**src/rtl/rx_control.sv**
```systemverilog
`default_nettype none
// ============================================================================
// Module  : rx_control
// Desc    : JESD204B receive link control - CGS, SYNC~ generation, ILA
//           tracking and user-data gating. Optional macro
//           RX_SYNC_ERR_REPORT_EN adds SYNC~ error reporting in DATA.
// Rev     : 1.0 - initial release
// ============================================================================
module rx_control #(
  parameter int K_CNT_MIN  = 4,
  parameter int ERR_THRESH = 3
) (
  input  logic       clk,
  input  logic       rst_n,
  input  logic       frame_clk,
  input  logic       lmfc_clk,
  input  logic       i_link_reset,
  input  logic [7:0] i_octet,
  input  logic       i_is_k,
  input  logic       i_code_err,
  input  logic [7:0] i_ila_multiframe_length,
  output logic       o_sync_n,
  output logic [1:0] o_rx_state,
  output logic       o_ila_active,
  output logic       o_data_valid
);

  typedef enum logic [1:0] {
    CGS_INIT  = 2'd0,
    CGS_CHECK = 2'd1,
    ILA       = 2'd2,
    DATA      = 2'd3
  } state_t;

  localparam logic [2:0] c_k_last   = 3'(K_CNT_MIN - 1);
  localparam logic [1:0] c_err_last = 2'(ERR_THRESH - 1);

  state_t     r_state;
  state_t     w_next_state;
  logic [2:0] r_k_cnt;
  logic [1:0] r_err_cnt;
  logic [8:0] r_mf_cnt;
  logic       r_sync_ok;
  logic       w_is_k;
  logic       w_is_r;
  logic       w_is_a;
  logic [8:0] w_len_p1;
  logic       w_sync_n_next;
  logic       w_data_sync_n;

  // A code error disqualifies the octet from being any control character
  assign w_is_k   = i_is_k & ~i_code_err & (i_octet == 8'hBC);
  assign w_is_r   = i_is_k & ~i_code_err & (i_octet == 8'h1C);
  assign w_is_a   = i_is_k & ~i_code_err & (i_octet == 8'h7C);
  assign w_len_p1 = {1'b0, i_ila_multiframe_length} + 9'd1;

  always_comb begin
    w_next_state = r_state;
    if (i_link_reset) begin
      w_next_state = CGS_INIT;
    end else if ((r_state != CGS_INIT) && i_code_err && (r_err_cnt == c_err_last)) begin
      w_next_state = CGS_INIT;
    end else begin
      case (r_state)
        CGS_INIT: begin
          if (w_is_k && (r_k_cnt == c_k_last)) w_next_state = CGS_CHECK;
        end
        CGS_CHECK: begin
          if (r_sync_ok && w_is_r) w_next_state = ILA;
        end
        ILA: begin
          if (w_is_k) begin
            w_next_state = CGS_INIT;
          end else if (w_is_a && ((r_mf_cnt + 9'd1) == w_len_p1)) begin
            w_next_state = DATA;
          end
        end
        default: w_next_state = r_state;
      endcase
    end
  end

`ifdef RX_SYNC_ERR_REPORT_EN
  logic r_rpt;
  logic r_rpt_half;
  logic w_rpt_next;
  logic w_rpt_half_next;

  // Report window closes on the second frame_clk pulse after the error octet
  always_comb begin
    w_rpt_next      = 1'b0;
    w_rpt_half_next = 1'b0;
    if ((r_state == DATA) && (w_next_state == DATA)) begin
      if (r_rpt) begin
        w_rpt_next      = ~(frame_clk & r_rpt_half);
        w_rpt_half_next = r_rpt_half | frame_clk;
      end else if (i_code_err) begin
        w_rpt_next = 1'b1;
      end
    end
  end

  assign w_data_sync_n = ~w_rpt_next;
`else
  logic w_unused_frame;
  assign w_unused_frame = frame_clk;
  assign w_data_sync_n  = 1'b1;
`endif

  always_comb begin
    case (w_next_state)
      CGS_CHECK: w_sync_n_next = (r_state == CGS_CHECK) & (r_sync_ok | lmfc_clk);
      ILA:       w_sync_n_next = 1'b1;
      DATA:      w_sync_n_next = w_data_sync_n;
      default:   w_sync_n_next = 1'b0;
    endcase
  end

  always_ff @(posedge clk or negedge rst_n) begin
    if (!rst_n) begin
      r_state      <= CGS_INIT;
      r_k_cnt      <= 3'd0;
      r_err_cnt    <= 2'd0;
      r_mf_cnt     <= 9'd0;
      r_sync_ok    <= 1'b0;
      o_sync_n     <= 1'b0;
      o_rx_state   <= 2'd0;
      o_ila_active <= 1'b0;
      o_data_valid <= 1'b0;
`ifdef RX_SYNC_ERR_REPORT_EN
      r_rpt        <= 1'b0;
      r_rpt_half   <= 1'b0;
`endif
    end else begin
      r_state <= w_next_state;

      if (i_link_reset || (r_state != CGS_INIT) || (w_next_state != CGS_INIT)) begin
        r_k_cnt <= 3'd0;
      end else if (w_is_k) begin
        r_k_cnt <= (r_k_cnt == 3'd7) ? 3'd7 : r_k_cnt + 3'd1;
      end else begin
        r_k_cnt <= 3'd0;
      end

      if ((r_state == CGS_INIT) || (w_next_state == CGS_INIT)) begin
        r_err_cnt <= 2'd0;
      end else if (i_code_err) begin
        r_err_cnt <= r_err_cnt + 2'd1;
      end else begin
        r_err_cnt <= 2'd0;
      end

      if ((r_state != ILA) || (w_next_state != ILA)) begin
        r_mf_cnt <= 9'd0;
      end else if (w_is_a) begin
        r_mf_cnt <= r_mf_cnt + 9'd1;
      end

      if ((r_state != CGS_CHECK) || (w_next_state != CGS_CHECK)) begin
        r_sync_ok <= 1'b0;
      end else if (lmfc_clk) begin
        r_sync_ok <= 1'b1;
      end

`ifdef RX_SYNC_ERR_REPORT_EN
      r_rpt      <= w_rpt_next;
      r_rpt_half <= w_rpt_half_next;
`endif

      o_sync_n     <= w_sync_n_next;
      o_rx_state   <= w_next_state;
      o_ila_active <= (w_next_state == ILA);
      o_data_valid <= (w_next_state == DATA);
    end
  end

endmodule
`default_nettype wire

```
**config.mk**
```make
export PLATFORM = sky130hd
export DESIGN_NAME = rx_control
export DESIGN_NICKNAME = d
export VERILOG_FILES = /design/src/rtl/rx_control.sv
export SDC_FILE = /design/constraint.sdc
export NUM_CORES = 1
export LEC_CHECK = 0
export CELL_PAD_IN_SITES_DETAIL_PLACEMENT = 1
export CELL_PAD_IN_SITES_GLOBAL_PLACEMENT = 2
export CORE_UTILIZATION = 34
export DETAILED_ROUTE_END_ITERATION = 6
export DONT_BUFFER_PORTS = 1
export PLACE_DENSITY_LB_ADDON = 0.1
export RECOVER_POWER = 100
export SETUP_SLACK_MARGIN = 0.1
export SLEW_MARGIN = 10
export SYNTH_ARGS = -nofsm -noshare
export SYNTH_HDL_FRONTEND = slang
export SYNTH_SLANG_ARGS = --single-unit
```
**constraint.sdc**
```tcl
create_clock -name clk -period 2.04 [get_ports clk]
set_input_delay 0.204 -clock clk [delete_from_list [all_inputs] [get_ports clk]]
set_output_delay 0.204 -clock clk [all_outputs]
set_load 0.02 [all_outputs]
```
# Yosys cells after proc, flatten, opt, wreduce, memory -nomap -nowiden
# Cells that the tools add are included.
dict set report classes {
  addsub 4
  n_eq_ne 16
  mux 17
  bitwise 7
  n_reduce_logical 17
}
# operator n
set ops {}
lappend ops {{two-way mux 9 bit} 2}
lappend ops {{two-way mux 2 bit} 8}
lappend ops {{adder 8 x 1 -> 9 bit (second input constant)} 1}
lappend ops {{adder 9 x 1 -> 9 bit (second input constant)} 1}
lappend ops {{equality test 9 bit} 1}
lappend ops {{two-way mux 3 bit} 3}
lappend ops {{equality test 2 bit (second input constant)} 4}
lappend ops {{equality test 8 x 5 -> 1 bit (second input constant)} 1}
lappend ops {{equality test 8 x 7 -> 1 bit (second input constant)} 1}
lappend ops {{equality test 8 bit (second input constant)} 1}
lappend ops {{nonzero test 2 bit} 4}
lappend ops {{one-hot mux 2 bit (3 select lines)} 1}
lappend ops {{bitwise AND 1 bit} 5}
lappend ops {{logical AND 1 bit} 5}
lappend ops {{logical OR 1 bit} 5}
lappend ops {{equality test 2 x 1 -> 1 bit (second input constant)} 2}
lappend ops {{zero test 2 bit} 2}
lappend ops {{inequality test 2 x 1 -> 1 bit (second input constant)} 2}
lappend ops {{inequality test 2 bit (second input constant)} 2}
lappend ops {{adder 3 x 1 -> 3 bit (second input constant)} 1}
lappend ops {{equality test 3 x 2 -> 1 bit (second input constant)} 1}
lappend ops {{equality test 3 bit (second input constant)} 1}
lappend ops {{adder 2 x 1 -> 2 bit (second input constant)} 1}
lappend ops {{two-way mux 1 bit} 2}
lappend ops {{4 further kinds} 4}
dict set report word_totals {
  reg_bits 20
  word_cells 69
}

# Logic depth before layout (Yosys ltp)
dict set report logic_depth {
  word_depth 12
  ltp_mapped 7
  ltp_nobuf 7
}

# Least setup slack after synthesis
# OpenSTA, ideal clock, no wires.
dict set report synth_path {
  kind {register -> register}
  startpoint {register r_mf_cnt[0]}
  endpoint {register o_data_valid}
  setup_ps 119
  arrival_ps 2099
  required_time_ps 1921
  slack_ps -178
  stages_incl_launch_ff 8
  path_cell_list {dfrtp_1 > ha_1 > nand3_1 > xnor3_1 > and4b_1 > nor3_1 > o31ai_2 > and2_1}
}
dict set report synth_via {
  elab_chain_cells 9
}
# item line
set synth_rtl {}
lappend synth_rtl {{start, declared} 42} ;# logic [8:0] r_mf_cnt;
lappend synth_rtl {{start signal, assigned} 156} ;# r_mf_cnt <= r_mf_cnt + 9'd1;
lappend synth_rtl {{adder 9 x 1 -> 9 bit} 74} ;# end else if (w_is_a && ((r_mf_cnt + 9'd1) == w_len_p1)) begin
lappend synth_rtl {{equality test 9 bit} 74}
lappend synth_rtl {{logical AND 1 bit} 74}
lappend synth_rtl {{two-way mux 2 bit} 74}
lappend synth_rtl {{two-way mux 2 bit} 72} ;# if (w_is_k) begin
lappend synth_rtl {{one-hot mux 2 bit (3 select lines)} 64} ;# case (r_state)
lappend synth_rtl {{two-way mux 2 bit} 61} ;# end else if ((r_state != CGS_INIT) && i_code_err && (r_err_cnt == c_err_last)) begin
lappend synth_rtl {{two-way mux 2 bit} 59} ;# if (i_link_reset) begin
lappend synth_rtl {{equality test 2 bit} 173} ;# o_data_valid <= (w_next_state == DATA);
lappend synth_rtl {{end signal, assigned} 173}
lappend synth_rtl {{end, declared} 25} ;# output logic o_data_valid
# No other way between the ends.
# A chain may end at the register's enable or synchronous reset.

# Worst setup path after layout
dict set report layout_path {
  startpoint {register r_mf_cnt[1]}
  endpoint {register r_mf_cnt[2]}
}
dict set report layout_via {
  elab_chain_cells 11
  word_cells_on_any_way 13
  cone_classes {1 x add/sub; 2 x eq/ne; 7 x mux; 3 x reduce/logical}
}
# item line
set layout_rtl {}
lappend layout_rtl {{adder 9 x 1 -> 9 bit (*)} {74, 156}}
lappend layout_rtl {{equality test 9 bit} 74}
lappend layout_rtl {{logical AND 1 bit} 74}
lappend layout_rtl {{two-way mux 2 bit} 74}
lappend layout_rtl {{two-way mux 2 bit} 72}
lappend layout_rtl {{one-hot mux 2 bit (3 select lines)} 64}
lappend layout_rtl {{two-way mux 2 bit} 61}
lappend layout_rtl {{two-way mux 2 bit} 59}
lappend layout_rtl {{inequality test 2 bit} 153} ;# if ((r_state != ILA) || (w_next_state != ILA)) begin
lappend layout_rtl {{logical OR 1 bit} 153}
lappend layout_rtl {{two-way mux 9 bit or nonzero test 2 bit (tied branches)} n/a}
# Mark *: on every way between the ends. The rest lies on a longest branch, timed or not. The select of a mux whose other input is x is not followed.

==> impl_metrics.env <==
export IMPL_cts_sinks=20
export IMPL_setup_viol=0
export IMPL_worstSetupStartpointType="flip-flop"
export IMPL_synth_cells=143
export IMPL_avgSynthCellArea_um2=9.546
export IMPL_tightestPinTransition_ns=0.9757
export IMPL_synth_top_flop_cell="dfrtp_1"
export IMPL_yosysUniqueCellTypes=45
export IMPL_die_w_um=65.37
export IMPL_drive_gt1_share_pct=27.65
export IMPL_path_class="reg -> reg"
export IMPL_core_area_um2=3744
export IMPL_synth_top_area_share_pct=36.66
export IMPL_synth_warnings=0
export IMPL_first_global_vias=1276
export IMPL_rsz0062_at_grt="true"
export IMPL_post_drt_wl_per_cell_um=17.05
export IMPL_overflow=0
export IMPL_clk_latency_ns=0.26
export IMPL_yosysTopAreaCell="dfrtp_1"
export IMPL_hpwl_um=2831
export IMPL_drcViolationCount=0
export IMPL_dp_slack_ns=-0.1490
export IMPL_wl_um=3716
export IMPL_antenna_cells=0
export IMPL_multiInputGateArea_um2=942.2
export IMPL_ctsHtreeMaxLevel=1
export IMPL_finalCritPeriodShare_pct=98.67
export IMPL_fill_cells=443
export IMPL_synth_edf_count=0
export IMPL_end_kind="flip-flop"
export IMPL_register_area_um2=500.5
export IMPL_fin_crit_ns=2.013
export IMPL_vias=1179
export IMPL_power_density_nw_per_um2=439.1
export IMPL_syn_nets=170
export IMPL_holdPathStages=2
export IMPL_critPathMaxFanout=5
export IMPL_crit_path_top_delay_cell="or3_4"
export IMPL_track_usage_pct=19.20
export IMPL_finalHoldViolations=0
export IMPL_cts_root_buf="clkbuf_8"
export IMPL_final_cell_mix="dfrtp_1 (20), buf_4 (18), nor2_1 (12), xnor2_1 (12), nand2_1 (10)"
export IMPL_ys_seq_elements=20
export IMPL_slowest_delay_ns=0.42
export IMPL_drt_initial_drc_count=29
export IMPL_rows=22
export IMPL_utilization_pct=46.99
export IMPL_cts_buffer_depth=2
export IMPL_r2r_slack_ns=0.03
export IMPL_async_flop_share_pct=100.0
export IMPL_grt_pass1_wl_um=6196
export IMPL_synth_seq_area_share_pct=36.66
export IMPL_firstDrtPassIters=4
export IMPL_crit_family="compound AO/OA/AOI/OAI gates"
export IMPL_fmax_mhz=496.8
export IMPL_worst_r2r_endpoint="r_mf_cnt[2]"
export IMPL_critPathBufInv=1
export IMPL_final_common_cell="dfrtp_1"
export IMPL_hp_class="in -> reg"
export IMPL_cp_required_ns=2.19
export IMPL_ys_top_cells_by_area="dfrtp_1 (37%), xnor2_1 (7.7%), xor2_1 (5.1%), nor2_1 (4.7%), ha_1 (3.7%)"
export IMPL_finalMaxSlewViolations=0
export IMPL_max_vdd_ir_drop_mv=0.4436
export IMPL_arrival_ns=2.16
export IMPL_crit_start="r_mf_cnt[1]"
export IMPL_syn_area_um2=1365
export IMPL_nets=198
export IMPL_pin_count=28
export IMPL_syn2layout_area_growth_pct=28.87
export IMPL_die_area_um2=4273
export IMPL_max_cap_viol_count=0
export IMPL_clkTransAtPathRegs_ns=0.08
export IMPL_grt_max_degree=21
export IMPL_r2r_start="r_mf_cnt[1]"
export IMPL_initial_core_util_pct=36.46
export IMPL_maxSlewHeadroom_pct=34.74
export IMPL_outcome="finished clean"
export IMPL_min_to="r_state[0]"
export IMPL_antenna_found_initial=0
export IMPL_gp_congestion=0.7362
export IMPL_numCtsBuffers=3
export IMPL_port_buffers=0
export IMPL_hp_start="i_link_reset"
export IMPL_viasPerCell=5.408
export IMPL_worstPathCellList="ha_4 -> nand3_4 -> or3_4 -> a21oi_2 -> o2111ai_2 -> o31ai_4 -> buf_6 -> nor2_1"
export IMPL_fin_ws_ns=0.02719
export IMPL_p_leak_uw=0.0007210
export IMPL_cts_tree="done"
export IMPL_r2r_cells=8
export IMPL_fin_skew_ns=0.002736
export IMPL_die_y_um=65.37
export IMPL_p_total_uw=772.5
export IMPL_drt_antenna_violating_nets=0
export IMPL_fin_setup_tns_ns=0
-- flip-flops by register name, summed over array words and instances, names as in the netlist --
register and count:
r_state 2, o_ila_active 1, r_err_cnt 2, r_k_cnt 3, o_data_valid 1, r_mf_cnt 9, r_sync_ok 1, o_sync_n 1
-- power by group --
part | switching [uW] | internal (uW)
Sequential | 0.00494 | 396
Combinational | 38.5 | 30.7
Clock | 135 | 172
-- layout make-up --
type	instances	share of cell area (%)
Multi-Input combinational cell	118	53.56
Timing Repair Buffer	25	10.81
Tap cell	48	3.414
Clock buffer	4	3.129
Inverter	3	0.6401
Sequential cell	20	28.45
-- worst max-delay path by stage --
stage / endpoint / slack (ns) / cells past startpoint
2_1_floorplan: r_mf_cnt[0] / -0.06 / 6
3_5_place_dp: r_mf_cnt[4] / -0.15 / 7
6_report: r_mf_cnt[2] / 0.03 / 8
3_3_place_gp: r_mf_cnt[0] / -0.13 / 7
4_1_cts: r_mf_cnt[2] / 0.08 / 8
5_1_grt: r_mf_cnt[3] / -0.04 / 8
-- through the flow --
stage	cell area, um2	hold WS [ns]	instances
after floorplan	1396	-0.09159	143
after global placement	1622	-0.09104	212
after detailed placement	1622	-0.09082	212
after CTS	1762	0.1183	218
after global routing	1759	0.1377	218
final	1759	0.1401	218
-- per-layer routing --
metal  routed length, um  track usage, %  up-vias
met3                 129           3.819        2
met2                1936           34.02       18
met1                1636           24.49      587
met4                  13           2.446        0
met5                   0               0        -
li1                    -               -      572
-- logic make-up (layout without fill, tap and decap cells) --
family	after synthesis	after routing	synth area share, %
AO/OA/AOI/OAI	20	20	11.64
AND/OR/NAND/NOR	70	70	29.06
XOR/XNOR	22	22	16.13
buffers and inverters	5	32	1.375
flip-flops	20	20	36.66
multiplexers	2	2	1.467
adder cells (fa/ha/maj)	4	4	3.667
-- synth_stat cells, drive strengths merged, types with 2 or more instances --
cell / instances
dfrtp: 20
nor2: 17
xnor2: 12
nand2: 10
xor2: 8
and3: 6
nand3: 6
o21ai: 6
and2: 4
ha: 4
nor3: 4
nor4: 4
a21oi: 3
inv: 3
or3: 3
or4: 3
clkbuf: 2
mux2i: 2
nand4: 2
nor2b: 2
o2111ai: 2
o31ai: 2
xnor3: 2
-- worst register-to-register path: cells and delay by family, from the launching register on --
family | cells | cell delay, ns
fa+ha+maj | 1 | 0.18
compound gates | 3 | 0.59
simple gates | 3 | 0.56
buf+inv | 1 | 0.16
flops | 1 | 0.41
-- repair_timing --
| item | 4_1_cts | 5_1_grt |
|---|---|---|
| hold buffers | 1 | 0 |
| buffers inserted | 1 | 0 |
| pin swaps | 10 | 1 |
| setup endpoints to repair | 12 | 12 |
| endpoints found under the hold margin | 20 | 0 |
| gates resized for setup | 15 | 4 |
(Power assumes the default switching activity.)
